File: src/rtl/axil_wb_bridge_v2.sv
// axil_wb_bridge_v2: AXI4-Lite slave to Wishbone classic master bridge with fair read/write arbitration.
// Defining WB_TIMEOUT_EN adds a wait-cycle limit that terminates a stalled Wishbone cycle with SLVERR.
module axil_wb_bridge_v2 #(
    parameter int AW      = 12,
    parameter int DW      = 32,
    parameter int TIMEOUT = 255
) (
    input  logic                        i_clk,
    input  logic                        i_rst,
    input  logic [AW-1:0]               i_awaddr,
    input  logic                        i_awvalid,
    output logic                        o_awready,
    input  logic [DW-1:0]               i_wdata,
    input  logic [DW/8-1:0]             i_wstrb,
    input  logic                        i_wvalid,
    output logic                        o_wready,
    output logic [1:0]                  o_bresp,
    output logic                        o_bvalid,
    input  logic                        i_bready,
    input  logic [AW-1:0]               i_araddr,
    input  logic                        i_arvalid,
    output logic                        o_arready,
    output logic [DW-1:0]               o_rdata,
    output logic [1:0]                  o_rresp,
    output logic                        o_rvalid,
    input  logic                        i_rready,
    output logic [AW-$clog2(DW/8)-1:0]  o_mwb_adr,
    output logic [DW-1:0]               o_mwb_dat,
    output logic [DW/8-1:0]             o_mwb_sel,
    output logic                        o_mwb_we,
    output logic                        o_mwb_cyc,
    output logic                        o_mwb_stb,
    input  logic [DW-1:0]               i_mwb_rdt,
    input  logic                        i_mwb_ack,
    input  logic                        i_mwb_err
);
    localparam int LSB = $clog2(DW / 8);
    localparam int SW  = DW / 8;
    localparam logic [2:0] S_IDLE   = 3'd0;
    localparam logic [2:0] S_WB_WR  = 3'd1;
    localparam logic [2:0] S_WB_RD  = 3'd2;
    localparam logic [2:0] S_B_RESP = 3'd3;
    localparam logic [2:0] S_R_RESP = 3'd4;

    logic [2:0]        r_state;
    logic              r_aw_full, r_w_full, r_ar_full, r_last_rd;
    logic [AW-LSB-1:0] r_awadr, r_aradr;
    logic [DW-1:0]     r_wdata;
    logic [SW-1:0]     r_wstrb;
    logic              r_awready, r_wready, r_arready;
    logic              r_bvalid, r_rvalid;
    logic [1:0]        r_bresp, r_rresp;
    logic [DW-1:0]     r_rdata;
    logic [AW-LSB-1:0] r_adr;
    logic [DW-1:0]     r_dat;
    logic [SW-1:0]     r_sel;
    logic              r_we, r_cyc, r_stb;
    logic              w_wr_ok, w_to, w_term, w_fail, w_unused;

    assign w_wr_ok  = r_aw_full & r_w_full;
    assign w_term   = r_stb & (i_mwb_ack | i_mwb_err | w_to);
    assign w_fail   = i_mwb_err | w_to;
    assign w_unused = ^{i_awaddr[LSB-1:0], i_araddr[LSB-1:0], TIMEOUT > 0};

`ifdef WB_TIMEOUT_EN
    localparam int TW = $clog2(TIMEOUT + 1);
    logic [TW-1:0] r_to_cnt;
    assign w_to = r_stb & ~i_mwb_ack & ~i_mwb_err & (r_to_cnt == TW'(TIMEOUT - 1));
    always_ff @(posedge i_clk) begin
        if (i_rst || w_term)
            r_to_cnt <= '0;
        else if (r_stb && !i_mwb_ack && !i_mwb_err)
            r_to_cnt <= r_to_cnt + 1'b1;
    end
`else
    assign w_to = 1'b0;
`endif

    always_ff @(posedge i_clk) begin
        if (i_rst) begin
            r_state   <= S_IDLE;
            r_aw_full <= 1'b0;
            r_w_full  <= 1'b0;
            r_ar_full <= 1'b0;
            r_last_rd <= 1'b1;
            r_awready <= 1'b0;
            r_wready  <= 1'b0;
            r_arready <= 1'b0;
            r_bvalid  <= 1'b0;
            r_rvalid  <= 1'b0;
            r_bresp   <= 2'b00;
            r_rresp   <= 2'b00;
            r_rdata   <= '0;
            r_adr     <= '0;
            r_dat     <= '0;
            r_sel     <= '0;
            r_we      <= 1'b0;
            r_cyc     <= 1'b0;
            r_stb     <= 1'b0;
        end else begin
            // Ready pulses last one cycle so each holding register takes exactly one beat
            r_awready <= i_awvalid & ~r_aw_full & ~r_awready;
            r_wready  <= i_wvalid & ~r_w_full & ~r_wready;
            r_arready <= i_arvalid & ~r_ar_full & ~r_arready;
            if (r_awready && i_awvalid) begin
                r_aw_full <= 1'b1;
                r_awadr   <= i_awaddr[AW-1:LSB];
            end
            if (r_wready && i_wvalid) begin
                r_w_full <= 1'b1;
                r_wdata  <= i_wdata;
                r_wstrb  <= i_wstrb;
            end
            if (r_arready && i_arvalid) begin
                r_ar_full <= 1'b1;
                r_aradr   <= i_araddr[AW-1:LSB];
            end
            case (r_state)
                S_IDLE: begin
                    if (w_wr_ok && (!r_ar_full || r_last_rd)) begin
                        r_state   <= S_WB_WR;
                        r_last_rd <= 1'b0;
                        r_cyc     <= 1'b1;
                        r_stb     <= 1'b1;
                        r_we      <= 1'b1;
                        r_adr     <= r_awadr;
                        r_dat     <= r_wdata;
                        r_sel     <= r_wstrb;
                    end else if (r_ar_full) begin
                        r_state   <= S_WB_RD;
                        r_last_rd <= 1'b1;
                        r_cyc     <= 1'b1;
                        r_stb     <= 1'b1;
                        r_we      <= 1'b0;
                        r_adr     <= r_aradr;
                        r_sel     <= '1;
                    end
                end
                S_WB_WR: begin
                    if (w_term) begin
                        r_state   <= S_B_RESP;
                        r_cyc     <= 1'b0;
                        r_stb     <= 1'b0;
                        r_we      <= 1'b0;
                        r_bvalid  <= 1'b1;
                        r_bresp   <= w_fail ? 2'b10 : 2'b00;
                        r_aw_full <= 1'b0;
                        r_w_full  <= 1'b0;
                    end
                end
                S_WB_RD: begin
                    if (w_term) begin
                        r_state   <= S_R_RESP;
                        r_cyc     <= 1'b0;
                        r_stb     <= 1'b0;
                        r_rvalid  <= 1'b1;
                        r_rresp   <= w_fail ? 2'b10 : 2'b00;
                        r_rdata   <= w_fail ? '0 : i_mwb_rdt;
                        r_ar_full <= 1'b0;
                    end
                end
                S_B_RESP: begin
                    if (i_bready) begin
                        r_state  <= S_IDLE;
                        r_bvalid <= 1'b0;
                    end
                end
                S_R_RESP: begin
                    if (i_rready) begin
                        r_state  <= S_IDLE;
                        r_rvalid <= 1'b0;
                    end
                end
                default: r_state <= S_IDLE;
            endcase
        end
    end

    assign o_awready = r_awready;
    assign o_wready  = r_wready;
    assign o_arready = r_arready;
    assign o_bvalid  = r_bvalid;
    assign o_bresp   = r_bresp;
    assign o_rvalid  = r_rvalid;
    assign o_rresp   = r_rresp;
    assign o_rdata   = r_rdata;
    assign o_mwb_adr = r_adr;
    assign o_mwb_dat = r_dat;
    assign o_mwb_sel = r_sel;
    assign o_mwb_we  = r_we;
    assign o_mwb_cyc = r_cyc;
    assign o_mwb_stb = r_stb;
endmodule

File: config.mk
export PLATFORM = sky130hd
export DESIGN_NAME = axil_wb_bridge_v2
export DESIGN_NICKNAME = d
export VERILOG_FILES = /design/src/rtl/axil_wb_bridge_v2.sv
export SDC_FILE = /design/constraint.sdc
export NUM_CORES = 1
export LEC_CHECK = 0
export BUFFER_PORTS_ARGS = -buffer_cell sky130_fd_sc_hd__buf_4
export CAP_MARGIN = 30
export CORE_ASPECT_RATIO = 0.8
export CORE_MARGIN = 3
export CORE_UTILIZATION = 30
export DETAILED_ROUTE_END_ITERATION = 12
export HOLD_SLACK_MARGIN = 0.02
export PLACE_DENSITY = 0.65
export SYNTH_ARGS = -nofsm -noshare
export SYNTH_HDL_FRONTEND = slang
export SYNTH_SLANG_ARGS = --single-unit
File: constraint.sdc
create_clock -name i_clk -period 5.6 [get_ports i_clk]
set_input_delay 0.56 -clock i_clk [delete_from_list [all_inputs] [get_ports i_clk]]
set_output_delay 0.56 -clock i_clk [all_outputs]
set_load 0.02 [all_outputs]
# Yosys cells after proc, flatten, opt, wreduce, memory -nomap -nowiden
# Index checks and enable logic that the tools add are counted.
[totals]
reg_bits = 152
word_cells = 108
[classes]
eq_ne = 10
n_mux = 35
bitwise = 16
n_reduce_logical = 25
[ops]
columns = ["cell", "n"]
rows = [
  ["2-to-1 mux 32 bit", 1],
  ["2-to-1 mux 10 bit", 2],
  ["2-to-1 mux 1 bit", 18],
  ["2-to-1 mux 3 bit", 6],
  ["one-hot mux 3 bit (5 select lines)", 1],
  ["AND reduction 2 bit", 7],
  ["AND reduction 3 bit", 4],
  ["nonzero test 2 bit", 5],
  ["bitwise AND 1 bit", 8],
  ["2-to-1 mux 4 bit", 2],
  ["inequality test 2 bit (second input constant)", 4],
  ["one-hot mux 1 bit (2 select lines)", 4],
  ["NOT 1 bit", 7],
  ["== test 3 x 2 -> 1 bit (second input constant)", 2],
  ["AND reduction 5 bit", 1],
  ["logical AND 1 bit", 4],
  ["== test 3 x 1 -> 1 bit (second input constant)", 1],
  ["== test 3 bit (second input constant)", 1],
  ["zero test 3 bit", 1],
  ["inequality test 3 bit (second input constant)", 1],
  ["2-to-1 mux 2 bit", 1],
  ["inequality test 2 x 1 -> 1 bit (second input constant)", 1],
  ["OR reduction 2 bit", 1],
  ["zero test 1 bit", 1],
  ["other kinds (2)", 2],
]

# Logic depth before layout (Yosys ltp)
# Gate-level depths: netlist of run 1.
[depth]
ltp_word = 5
mapped_depth = 7
mapped_depth_nobuf = 4

# Worst setup path before layout of run 1
# Ideal clock, no wire load.
[synth_path]
path_type = "in2reg"
startpoint = "input i_rst"
endpoint = "register r_wdata[0] (enable)"
setup_ns = 0.397
arrival_time_ns = 1.808
slack_ns = 3.395
cell_stages = 3
path_buffers = 1
cell_sequence = "inv_1 -> clkbuf_1 -> and3_1"
[synth_via]
elab_chain_len = 2
[synth_rtl]
columns = ["item", "line_no", "text"]
rows = [
  ["start: declaration", "9", "input logic i_rst,"],
  ["NOT 1 bit (no line)", "-", ""],
  ["AND reduction 2 bit (no line)", "-", ""],
  ["end signal: assignment", "111", "r_wdata <= i_wdata;"],
  ["end: declaration", "48", "logic [DW-1:0] r_wdata;"],
]
# Every way passes these cells.
# A chain may end at the register's enable or synchronous reset.

# Worst setup path after layout of run 1
[layout_path]
startpoint = "input i_rst"
endpoint = "register r_wdata[2] (enable)"
# The elaborated chain is that of the path after synthesis.

==> results.md, run 1 <==
* Status: finished clean
* Clk pwr share at 45.8%
* Seq cells post-synth at 150
* Crit path max fanout at 85
* I/O Pins at 191
* WP data required at 5640 ps
* Yosys top cell area share at 35.5%
* Yosys top cell by area: dfxtp_1
* RSZ-0062 raised after global routing: no
* Die area at 19300 um2
* Worst Setup Path Type: input pin to flop
* Worst hold endpoint: r_wdata[15]$_DFFE_PP_
* CTS Root Buffer Type: clkbuf_16
* Reg2reg setup slack at 3620 ps
* Met2 GRT Util at 19.8%
* Layer carrying the most global-route usage: met2
* Worst reg2reg path endpoint: o_mwb_sel[0]$_SDFFE_PP0P_
* Starting Density at 31.3%
* Max_cap viols at 0
* Sink Count at 150
* Register area share after synthesis at 67.2%
* Tcrit/Tclk final at 41.0%
* P per Cell Area at 327 nW/um2
* Detailed placer's ending HPWL at 8520 um
* Hold buffer count at CTS at 0
* Psw at 554 uW
* Pint at 1.85 mW
* Crit path time final at 2300 ps
* Area post-placement at 6780 um2
* Core area at 16900 um2
* Post-CTS setup buffers at 0
* Final net count at 757
* Worst skew pair latency at 410 ps
* Clock skew at 7.03 ps
* Row cnt at 42
* Seq pwr share at 48.4%
* Main area contributors after synthesis: dfxtp_1 35%, edfxtp_1 32%, nand2_1 8.6%, a21oi_1 6.6%, nand3b_1 4.7%
* Layout Area Growth over Synthesis at 38.5%
* Pwr Total at 2.40 mW
* Worst setup margin at 3300 ps
* Library cells used by synthesis at 39
* Met3 Usage GRT at 5.35%
* H-tree depth at 4
* Max Fclk at 0.436 GHz
* Total CTS buffers at 17
* Multi-input gate area at 1530 um2
* Worst hold path class: input pin to flop
* Port buffer count at 184
* Die height at 125 um
* First-pass GRT wire length at 20600 um
* ANT cells at 0
* Post-CTS sizing at 0
* GRT Util Overall at 13.3%
* R2R Path Start: r_state[0]$_SDFFE_PP0P_
* Initial antenna violation count at 0
* CP endpoint kind: flop
* Residual DRC at 0
* Drt total wl at 13000 um
* Worst-case reg-to-reg path depth at 4
* Synth Cell Area at 5300 um2
* Worst-margin pin slew at 971 ps
* Top FF cell, synth: dfxtp_1
* Drt pass-1 iters at 4
* Vias in the first global route at 3846
* Slew headroom at 35.2%
* Vias at 4067
* Async set-reset flop share out of synthesis at 0%
* Met1 global-route usage at 17.3%
* Fraction of layout cells with a size suffix above 1 at 33.6%
* Final Hold Vio Count at 0
* Post-route setup TNS at 0 ps
* CTS tree: done
* Drt wl/cell at 14.7 um
* Startpoint types: input pin
* Leakage at 2.82 nW
* Post-synth EDFFs at 56
* Critical Path AT at 2340 ps
* # setup viols final at 0
* Synth Instances at 486
* Peak supply drop at 0.000255 V
* Placement Setup Slack at 2830 ps
* HP Start: i_wdata[15]
* Remaining global-route overflow at 0
* Synth Warn # at 0
* DRT iter0 DRCs at 213
* Clock slew at reported path FFs at 70 ps
* Mean Syn Cell Area at 10.9 um2
* Largest net degree at the start of global routing at 86
* Net Sw Frac at 23.1%
* Routability cong. at 0.785
* Max Root-Sink Buffers at 2
* Die width at 155 um
* Routed Antenna Nets at 0
* Combinational power share at 5.8%
* Fill count at 1601
* Via/cell ratio at 4.57
* Worst hold stages at 1
* Fin area at 7340 um2
* Reg area at 3560 um2
* Final Slew Violations at 0
==> cells in the mapped netlist, types with 2 or more instances <==
cell type / count
clkbuf_1: 17
o22ai_1: 4
buf_2: 10
buf_4: 4
nand3_1: 2
nand2_1: 121
dfxtp_1: 94
nor2_1: 14
nand3b_1: 33
nand2b_1: 3
a21oi_1: 70
o21ai_0: 9
inv_1: 2
a31oi_1: 8
nor4b_1: 3
nor3_1: 3
buf_6: 6
a311oi_1: 3
edfxtp_1: 56
and3_1: 5
==> sequential cells by signal, indices dropped and copies added (netlist names), 3 cells and up <==
signal and count:
o_mwb_dat 32, o_rdata 32, r_wdata 32, o_mwb_adr 10, r_aradr 10, r_awadr 10, o_mwb_sel 4, r_wstrb 4
r_state 3
==> worst max path at each step <==
| stage | slack, ps | depth (start not counted) | start | to |
|---|---|---|---|---|
| 6_report | 3300 | 3 | i_rst | r_wdata[2]$_DFFE_PP_ |
| 5_1_grt | 3170 | 3 | i_rst | r_wdata[3]$_DFFE_PP_ |
| 4_1_cts | 3280 | 3 | i_rst | r_wdata[3]$_DFFE_PP_ |
| 3_5_place_dp | 2830 | 3 | i_rst | r_wdata[3]$_DFFE_PP_ |
| 3_3_place_gp | 2830 | 3 | i_rst | r_wdata[5]$_DFFE_PP_ |
| 2_1_floorplan | 3390 | 3 | i_rst | r_wdata[0]$_DFFE_PP_ |
==> layout by cell type (no fill, tap or decap), types with 4 or more instances in the layout <==
master and n:
a31oi_1 8, nand3b_1 33, clkbuf_16 17, edfxtp_1 56, o22ai_1 4, nor2_1 14
nand2_1 121, and3_1 4, inv_6 5, buf_4 187, a21oi_1 70, dfxtp_1 94
o21ai_0 9
==> power by group through the flow <==
stage	Clock [mW]	Combinational, mW	Sequential (mW)
after floorplan	0	0.0476	1.20
after global placement	0	0.139	1.19
after detailed placement	0	0.139	1.19
after CTS	1.13	0.140	1.16
after global routing	1.19	0.150	1.16
final	1.10	0.138	1.16
==> critical path: stages <==
cell    delay (ps)
buf_4          710
inv_1          420
and3_2         600
==> routing by layer <==
layer	up-vias	wire, um
met5	-	0
met2	140	5910
met4	0	239
met1	1884	5810
li1	2028	-
met3	15	1090
==> cell type report <==
type / instances / share of cell area (%)
Inverter: 2 / 0.102
Clock inverter: 14 / 1.87
Timing Repair Buffer: 187 / 19.1
Multi-Input combinational cell: 298 / 20.8
Tap cell: 220 / 3.75
Clock buffer: 18 / 5.84
Sequential cell: 150 / 48.5
==> through the flow <==
stage,hold slack [ps],utilization [%],cells
final,321,43.4,889
after global routing,289,43.4,889
after CTS,293,43.4,889
after detailed placement,434,40.0,857
after global placement,430,40.0,857
after floorplan,440,-,487
==> cell families after synthesis <==
logic type      synth area share, %
other cells                  0.0707
simple gates                   18.1
compound gates                 10.3
flops                          67.2
buf+inv                        4.13
mux                           0.189
(Power assumes the default switching activity.)
==> run 2: changes to the inputs <==
ABC_AREA = 1   (was unset)
PLACE_DENSITY = 0.67   (was 0.65)
clock period = 1.94 ns   (was 5.6 ns; I/O delays follow)
==> run 2 against run 1 <==
- worst hold slack lost 270 ps
- die area is 2.3% lower
- clock-buffer cell count down 1
- final area grew 11%
- register-to-register slack worse by 3400 ps
- sequential cell count did not move
- non-clock buffer count is 86 higher
- sequential share of layout area decreased by 4.9 points
- clock skew is 3.1 ps higher
- wire length up 9.4%
- largest cell class unchanged
==> results.md, run 2 <==
* Status: finished clean (unchanged)
* Largest net degree at the start of global routing at 48 (was 86)
* CP Cell Sequence: inv_1 > nand2_1 > nor2_1 > nand2_1 > buf_4 > o21ai_0 > nor2_1 (was buf_4 > inv_1 > and3_2)
* DRT iter0 DRCs at 242 (was 213)
* Simple logic cell fraction of the synthesized area at 16.5% (was 18.1%)
* Commonest cells post-synth: 94 x dfxtp_1, 93 x nand2_1, 91 x nor2_1, 56 x edfxtp_1, 52 x a21oi_1 (was 121 x nand2_1, 94 x dfxtp_1, 70 x a21oi_1, 56 x edfxtp_1, 33 x nand3b_1)
* Via/cell ratio at 4.40 (was 4.57)
* Worst Setup Path Type: flop to flop (was input pin to flop)
* H-tree depth at 4 (unchanged)
* Worst hold path class: input pin to flop (unchanged)
* Starting Density at 31.0% (was 31.3%)
* Critical Path AT at 1990 ps (was 2340 ps)
* Crit path max fanout at 16 (was 85)
* Most frequent cell after synthesis: dfxtp_1 (was nand2_1)
* Worst skew pair latency at 420 ps (was 410 ps)
* Max Fclk at 0.594 GHz
* Die area at 18900 um2 (was 19300 um2)
* Clock slew at reported path FFs at 70 ps (about the same)
* Async set-reset flop share out of synthesis at 0% (unchanged)
* Critical path's top delay family: simple AND/OR/NAND/NOR gates (was buffers and inverters)
* Initial antenna violation count at 0 (unchanged)
* Startpoint types: flop (was input pin)
* Leakage at 3.35 nW (was 2.82 nW)
* Main area contributors after synthesis: dfxtp_1 36%, edfxtp_1 32%, nand2_1 6.7%, nor2_1 6.6%, a21oi_1 5.0% (was dfxtp_1 35%, edfxtp_1 32%, nand2_1 8.6%, a21oi_1 6.6%, nand3b_1 4.7%)
* Post-CTS sizing at 0 (unchanged)
* Commonest non-fill, non-tap cell in the layout: buf_4 (unchanged)
* Worst-margin pin slew at 537 ps (was 971 ps)
* Post-synthesis mux area share at 0% (was 0.189%)
* Post-route setup TNS at 0 ps (unchanged)
* Post-synth EDFFs at 56 (unchanged)
* ANT cells at 0 (unchanged)
* Slew headroom at 64.1% (was 35.2%)
* Crit path time final at 1680 ps
* WP data required at 2250 ps (was 5640 ps)
* Sink Count at 150 (unchanged)
* Post-CTS setup buffers at 0 (unchanged)
* Pwr Total at 7.34 mW (was 2.40 mW)
* Critical Path Slowest Stage Cell: dfxtp_1 (was buf_4)
* Hold buffer count at CTS at 75 (was 0)
* Port buffer count at 184 (unchanged)
* Max_cap viols at 0 (unchanged)
* Vias in the first global route at 4479 (was 3846)
* Final Hold Vio Count at 0 (unchanged)
* P per Cell Area at 899 nW/um2 (was 327 nW/um2)
* Synth Warn # at 0 (unchanged)
* Seq cells post-synth at 150 (unchanged)
* Peak supply drop at 0.000568 V (was 0.000255 V)
* Post-synthesis compound-gate area fraction at 10.6% (was 10.3%)
* Drt pass-1 iters at 4 (unchanged)
* Row cnt at 42 (unchanged)
* Detailed placer's ending HPWL at 8940 um (was 8520 um)
* Fill count at 1505 (was 1601)
* Remaining global-route overflow at 0 (unchanged)
* Register area share after synthesis at 68.8% (was 67.2%)
* First-pass GRT wire length at 22400 um (was 20600 um)
* Top FF cell, synth: dfxtp_1 (unchanged)
* Layout Area Growth over Synthesis at 57.7% (was 38.5%)
* Die height at 124 um (was 125 um)
* Final Slew Violations at 0 (unchanged)
* XOR/XNOR Fraction of Synth Area at 0% (unchanged)
* Largest family of logic cells by synthesized area: simple AND/OR/NAND/NOR gates (unchanged)
* I/O Pins at 191 (unchanged)
* Tcrit/Tclk final at 86.8%
* Total CTS buffers at 17 (unchanged)
* Yosys top cell by area: dfxtp_1 (unchanged)
* Commonest non-fill, non-tap cells in the layout: 196 x buf_4, 94 x dfxtp_1, 93 x nand2_1 (was 187 x buf_4, 121 x nand2_1, 94 x dfxtp_1)
* Final net count at 878 (was 757)
* Core area at 16700 um2 (was 16900 um2)
* CP endpoint kind: flop (unchanged)
* Worst path max stage delay at 330 ps (was 710 ps)
* Clock skew at 10.2 ps (was 7.03 ps)
* Fraction of layout cells with a size suffix above 1 at 30.0% (was 33.6%)
* CTS tree: done (unchanged)
* Die width at 153 um (was 155 um)
* Worst path buffer plus inverter count at 2 (unchanged)
* Max Root-Sink Buffers at 2 (unchanged)
* Mean Syn Cell Area at 10.1 um2 (was 10.9 um2)
* Yosys top cell area share at 36.3% (was 35.5%)
* CTS Root Buffer Type: clkbuf_16 (unchanged)
* Library cells used by synthesis at 26 (was 39)
* Residual DRC at 0 (unchanged)
* Drt wl/cell at 14.1 um (was 14.7 um)
* Synth Instances at 515 (was 486)
* Adder-Cell Fraction of Synth Area at 0% (unchanged)
* GRT Util Overall at 15.1% (was 13.3%)
* Vias at 4449 (was 4067)
* RSZ-0062 raised after global routing: no (unchanged)
* Routed Antenna Nets at 0 (unchanged)
* # setup viols final at 0 (unchanged)
* Synth Cell Area at 5180 um2 (was 5300 um2)
* Drt total wl at 14300 um (was 13000 um)
* Routability cong. at 0.810 (was 0.785)
run 2: cell types whose count changed after synthesis, sizes merged, moves of 8 or more:
cell | previous run | this run
a21oi | 71 | 54
a31oi | 8 | 0
inv | 2 | 13
nand2 | 121 | 93
nand3 | 3 | 19
nand3b | 33 | 0
nor2 | 15 | 93
o21ai | 9 | 46
run 2: final timing paths:
check / from / endpoint / slack (ps) / depth (start not counted)
worst max-delay path: r_state[1]$_SDFFE_PP0P_ / o_mwb_dat[14]$_SDFFE_PP0P_ / 260 / 7
worst max register to register: r_state[1]$_SDFFE_PP0P_ / o_mwb_dat[14]$_SDFFE_PP0P_ / 260 / 7
worst min register to register: o_arready$_SDFF_PP0_ / o_arready$_SDFF_PP0_ / 450 / 1
worst min-delay path: i_mwb_rdt[11] / o_rdata[11]$_SDFFE_PP0P_ / 50 / 3
run 2: through the flow:
stage          util (%)  hold slack [ps]  instances  area, um2  setup WS (ps)
5_1_grt            48.9             34.5       1010       8170           61.2
4_1_cts            48.9             22.3       1010       8170            253
3_5_place_dp       40.8              373        903       6820            260
2_1_floorplan         -              293        516       5180           21.9
3_3_place_gp       40.8              372        903       6820            266
6_report           48.9             46.8       1010       8170            257
run 2: final cells by class:
cell class                 instances  area [um2]  area share (%)
sequential                       150        3560            43.6
timing repair buffer             273        2260            27.7
multi-input combinational        321        1420            17.3
clock buffer                      17         425            5.21
tap                              220         275            3.37
clock inverter                    15         169            2.07
inverter                          14        55.1           0.674
run 2: worst min-delay path: stages:
cell,delay [ps]
buf_4,110
nand2_1,50
a21oi_1,50
run 2: routing by layer:
metal | wire (um) | up-vias | share of wire [%] | track usage [%]
li1 | - | 2248 | - | -
met1 | 6070 | 2024 | 43 | 17.4
met2 | 6930 | 158 | 49 | 26.2
met3 | 1070 | 19 | 7.5 | 5.25
met4 | 208 | 0 | 1.5 | 5.90
met5 | 0 | - | 0 | 0
run 2: kinds of logic after synthesis:
group	after synthesis
AND/OR/NAND/NOR	213
other	1
flip-flops	150
buffers and inverters	45
AO/OA/AOI/OAI	106
run 2: power breakdown:
| group | leakage, nW | internal (mW) | switching [mW] |
|---|---|---|---|
| logic | 1.80 | 0.348 | 0.310 |
| clock network | 0.283 | 1.93 | 1.38 |
| registers | 1.27 | 3.34 | 0.0381 |
| total | 3.35 | 5.61 | 1.73 |
==> run 3: changes to the inputs <==
PLACE_DENSITY = 0.65   (was 0.67)
clock period = 2 ns   (was 1.94 ns; I/O delays follow)
==> run 3 against run 2 <==
- worst setup slack improved by 220 ps
- final area down 2.2%
- clock-buffer cell count is 3 higher
- clock power decreased by 5%
- wire length decreased by 0.22%
- critical path type unchanged
- largest power group unchanged
==> results.md, run 3 (synthesized netlist as in run 2, its figures left out) <==
* Status: finished clean (unchanged)
* Via/cell ratio at 4.40 (about the same)
* Port buffer count at 184 (unchanged)
* Clock skew at 8.70 ps (was 10.2 ps)
* Drt wl/cell at 14.3 um (was 14.1 um)
* Startpoint types: flop (unchanged)
* Tcrit/Tclk final at 76.2% (was 86.8%)
* Starting Density at 31.0% (unchanged)
* Max Root-Sink Buffers at 2 (unchanged)
* Drt pass-1 iters at 4 (unchanged)
* Crit path max fanout at 21 (was 16)
* Detailed placer's ending HPWL at 9430 um (was 8940 um)
* Row cnt at 42 (unchanged)
* Reg2reg setup slack at 480 ps (was 260 ps)
* HP Start: i_mwb_rdt[29] (was i_mwb_rdt[11])
* Area post-placement at 6810 um2 (was 6820 um2)
* Placement Setup Slack at 414 ps (was 260 ps)
* WP data required at 2330 ps (was 2250 ps)
* Leakage at 3.27 nW (was 3.35 nW)
* CP endpoint kind: flop (unchanged)
* Crit path time final at 1520 ps (was 1680 ps)
* Psw at 1.64 mW (was 1.73 mW)
* Worst hold endpoint: o_rdata[29]$_SDFFE_PP0P_ (was o_rdata[11]$_SDFFE_PP0P_)
* Initial antenna violation count at 0 (unchanged)
* Vias in the first global route at 4325 (was 4479)
* Clock slew at reported path FFs at 60 ps (was 70 ps)
* Remaining global-route overflow at 0 (unchanged)
* Drt total wl at 14200 um (was 14300 um)
* Fin util at 47.8% (was 48.9%)
* Layout Area Growth over Synthesis at 54.2% (was 57.7%)
* # setup viols final at 0 (unchanged)
* Worst reg2reg path endpoint: o_rdata[26]$_SDFFE_PP0P_ (was o_mwb_dat[14]$_SDFFE_PP0P_)
* Die height at 124 um (unchanged)
* Total CTS buffers at 17 (unchanged)
* Worst skew pair latency at 410 ps (was 420 ps)
* Combinational power share at 8.8% (was 9.0%)
* Routability cong. at 0.781 (was 0.810)
* GRT Util Overall at 15.0% (was 15.1%)
* Worst setup margin at 475 ps (was 257 ps)
* Max Fclk at 0.656 GHz (was 0.594 GHz)
* Routed Antenna Nets at 0 (unchanged)
* Vias at 4369 (was 4449)
* DRT iter0 DRCs at 193 (was 242)
* Clk pwr share at 44.6% (was 45.1%)
* Fin area at 7980 um2 (was 8170 um2)
* CTS Root Buffer Type: clkbuf_16 (unchanged)
* I/O Pins at 191 (unchanged)
* H-tree depth at 4 (unchanged)
* Worst Setup Path Type: flop to flop (unchanged)
* Final Hold Vio Count at 0 (unchanged)
* Worst-case reg-to-reg path depth at 8 (was 7)
* RSZ-0062 raised after global routing: no (unchanged)
* R2R Path Start: r_state[2]$_SDFFE_PP0P_ (was r_state[1]$_SDFFE_PP0P_)
* Peak supply drop at 0.000764 V (was 0.000568 V)
* P per Cell Area at 879 nW/um2 (was 899 nW/um2)
* Fraction of layout cells with a size suffix above 1 at 30.6% (was 30.0%)
* Net Sw Frac at 23.3% (was 23.6%)
* Final Slew Violations at 0 (unchanged)
* Core area at 16700 um2 (unchanged)
* Post-CTS setup buffers at 0 (unchanged)
* Fill count at 1593 (was 1505)
* Residual DRC at 0 (unchanged)
* Worst hold stages at 3 (unchanged)
* Pint at 5.38 mW (was 5.61 mW)
* Largest net degree at the start of global routing at 33 (was 48)
* Critical Path AT at 1860 ps (was 1990 ps)
* Die area at 18900 um2 (unchanged)
* Die width at 153 um (unchanged)
* ANT cells at 0 (unchanged)
* Sink Count at 150 (unchanged)
* Final net count at 862 (was 878)
* First-pass GRT wire length at 22400 um (about the same)
* Max_cap viols at 0 (unchanged)
* CTS tree: done (unchanged)
* Post-route setup TNS at 0 ps (unchanged)
* Commonest non-fill, non-tap cells in the layout: 197 x buf_4, 94 x dfxtp_1, 93 x nand2_1 (was 196 x buf_4, 94 x dfxtp_1, 93 x nand2_1)
* Worst hold path class: input pin to flop (unchanged)
* Seq pwr share at 46.6% (was 46.0%)
* Commonest non-fill, non-tap cell in the layout: buf_4 (unchanged)
-- run 3: layout make-up --
cell class	instances	area [um2]	share of cell area, %
Sequential cell	150	3560	44.6
Multi-Input combinational cell	321	1420	17.7
Tap cell	220	275	3.45
Clock buffer	20	467	5.85
Timing Repair Buffer	257	2090	26.2
Inverter	14	55.1	0.690
Clock inverter	12	118	1.47
-- run 3: routing by layer --
metal / up-vias / share of wire [%] / track usage (%)
li1: 2210 / - / -
met1: 2017 / 44 / 18.3
met2: 130 / 48 / 24.8
met3: 12 / 7.5 / 6.30
met4: 0 / 1.0 / 4.01
met5: - / 0 / 0
-- run 3: critical path, stage by stage, from the launching register on --
cell	delay [ps]
dfxtp_1	340
inv_2	100
nand3_1	150
nor2_4	170
inv_4	100
nor2_4	90
buf_4	260
nand2_1	80
a21oi_1	140
-- run 3: how the worst max path moves through the flow --
stage,endpoint,slack (ps),from
floorplan,r_wdata[0]$_DFFE_PP_,80,i_rst
global route,o_rdata[21]$_SDFFE_PP0P_,270,r_state[2]$_SDFFE_PP0P_
global placement,o_rdata[17]$_SDFFE_PP0P_,450,i_mwb_err
CTS,o_rdata[26]$_SDFFE_PP0P_,430,r_state[2]$_SDFFE_PP0P_
detailed placement,o_rdata[26]$_SDFFE_PP0P_,410,i_mwb_err
finish,o_rdata[26]$_SDFFE_PP0P_,480,r_state[2]$_SDFFE_PP0P_
-- run 3: metrics by stage --
step	hold WS, ps	std cells	total power, mW
2_1_floorplan	299	516	3.58
3_3_place_gp	379	903	3.85
3_5_place_dp	380	903	3.86
4_1_cts	21.2	994	7.09
5_1_grt	20.6	994	7.31
6_report	43.3	994	7.02
-- run 3: timing repair --
| action | CTS | global route |
|---|---|---|
| endpoints found under the hold margin | 59 | 0 |
| setup endpoints to repair | 0 | 0 |
| gates resized for setup | 0 | 0 |
| hold buffers | 59 | 0 |
-- run 3: power by group through the flow --
stage	logic, mW	registers (mW)	clock network, mW
floorplan	0.204	3.38	0
global placement	0.517	3.34	0
detailed placement	0.522	3.34	0
CTS	0.620	3.27	3.20
global route	0.677	3.28	3.36
finish	0.616	3.27	3.13
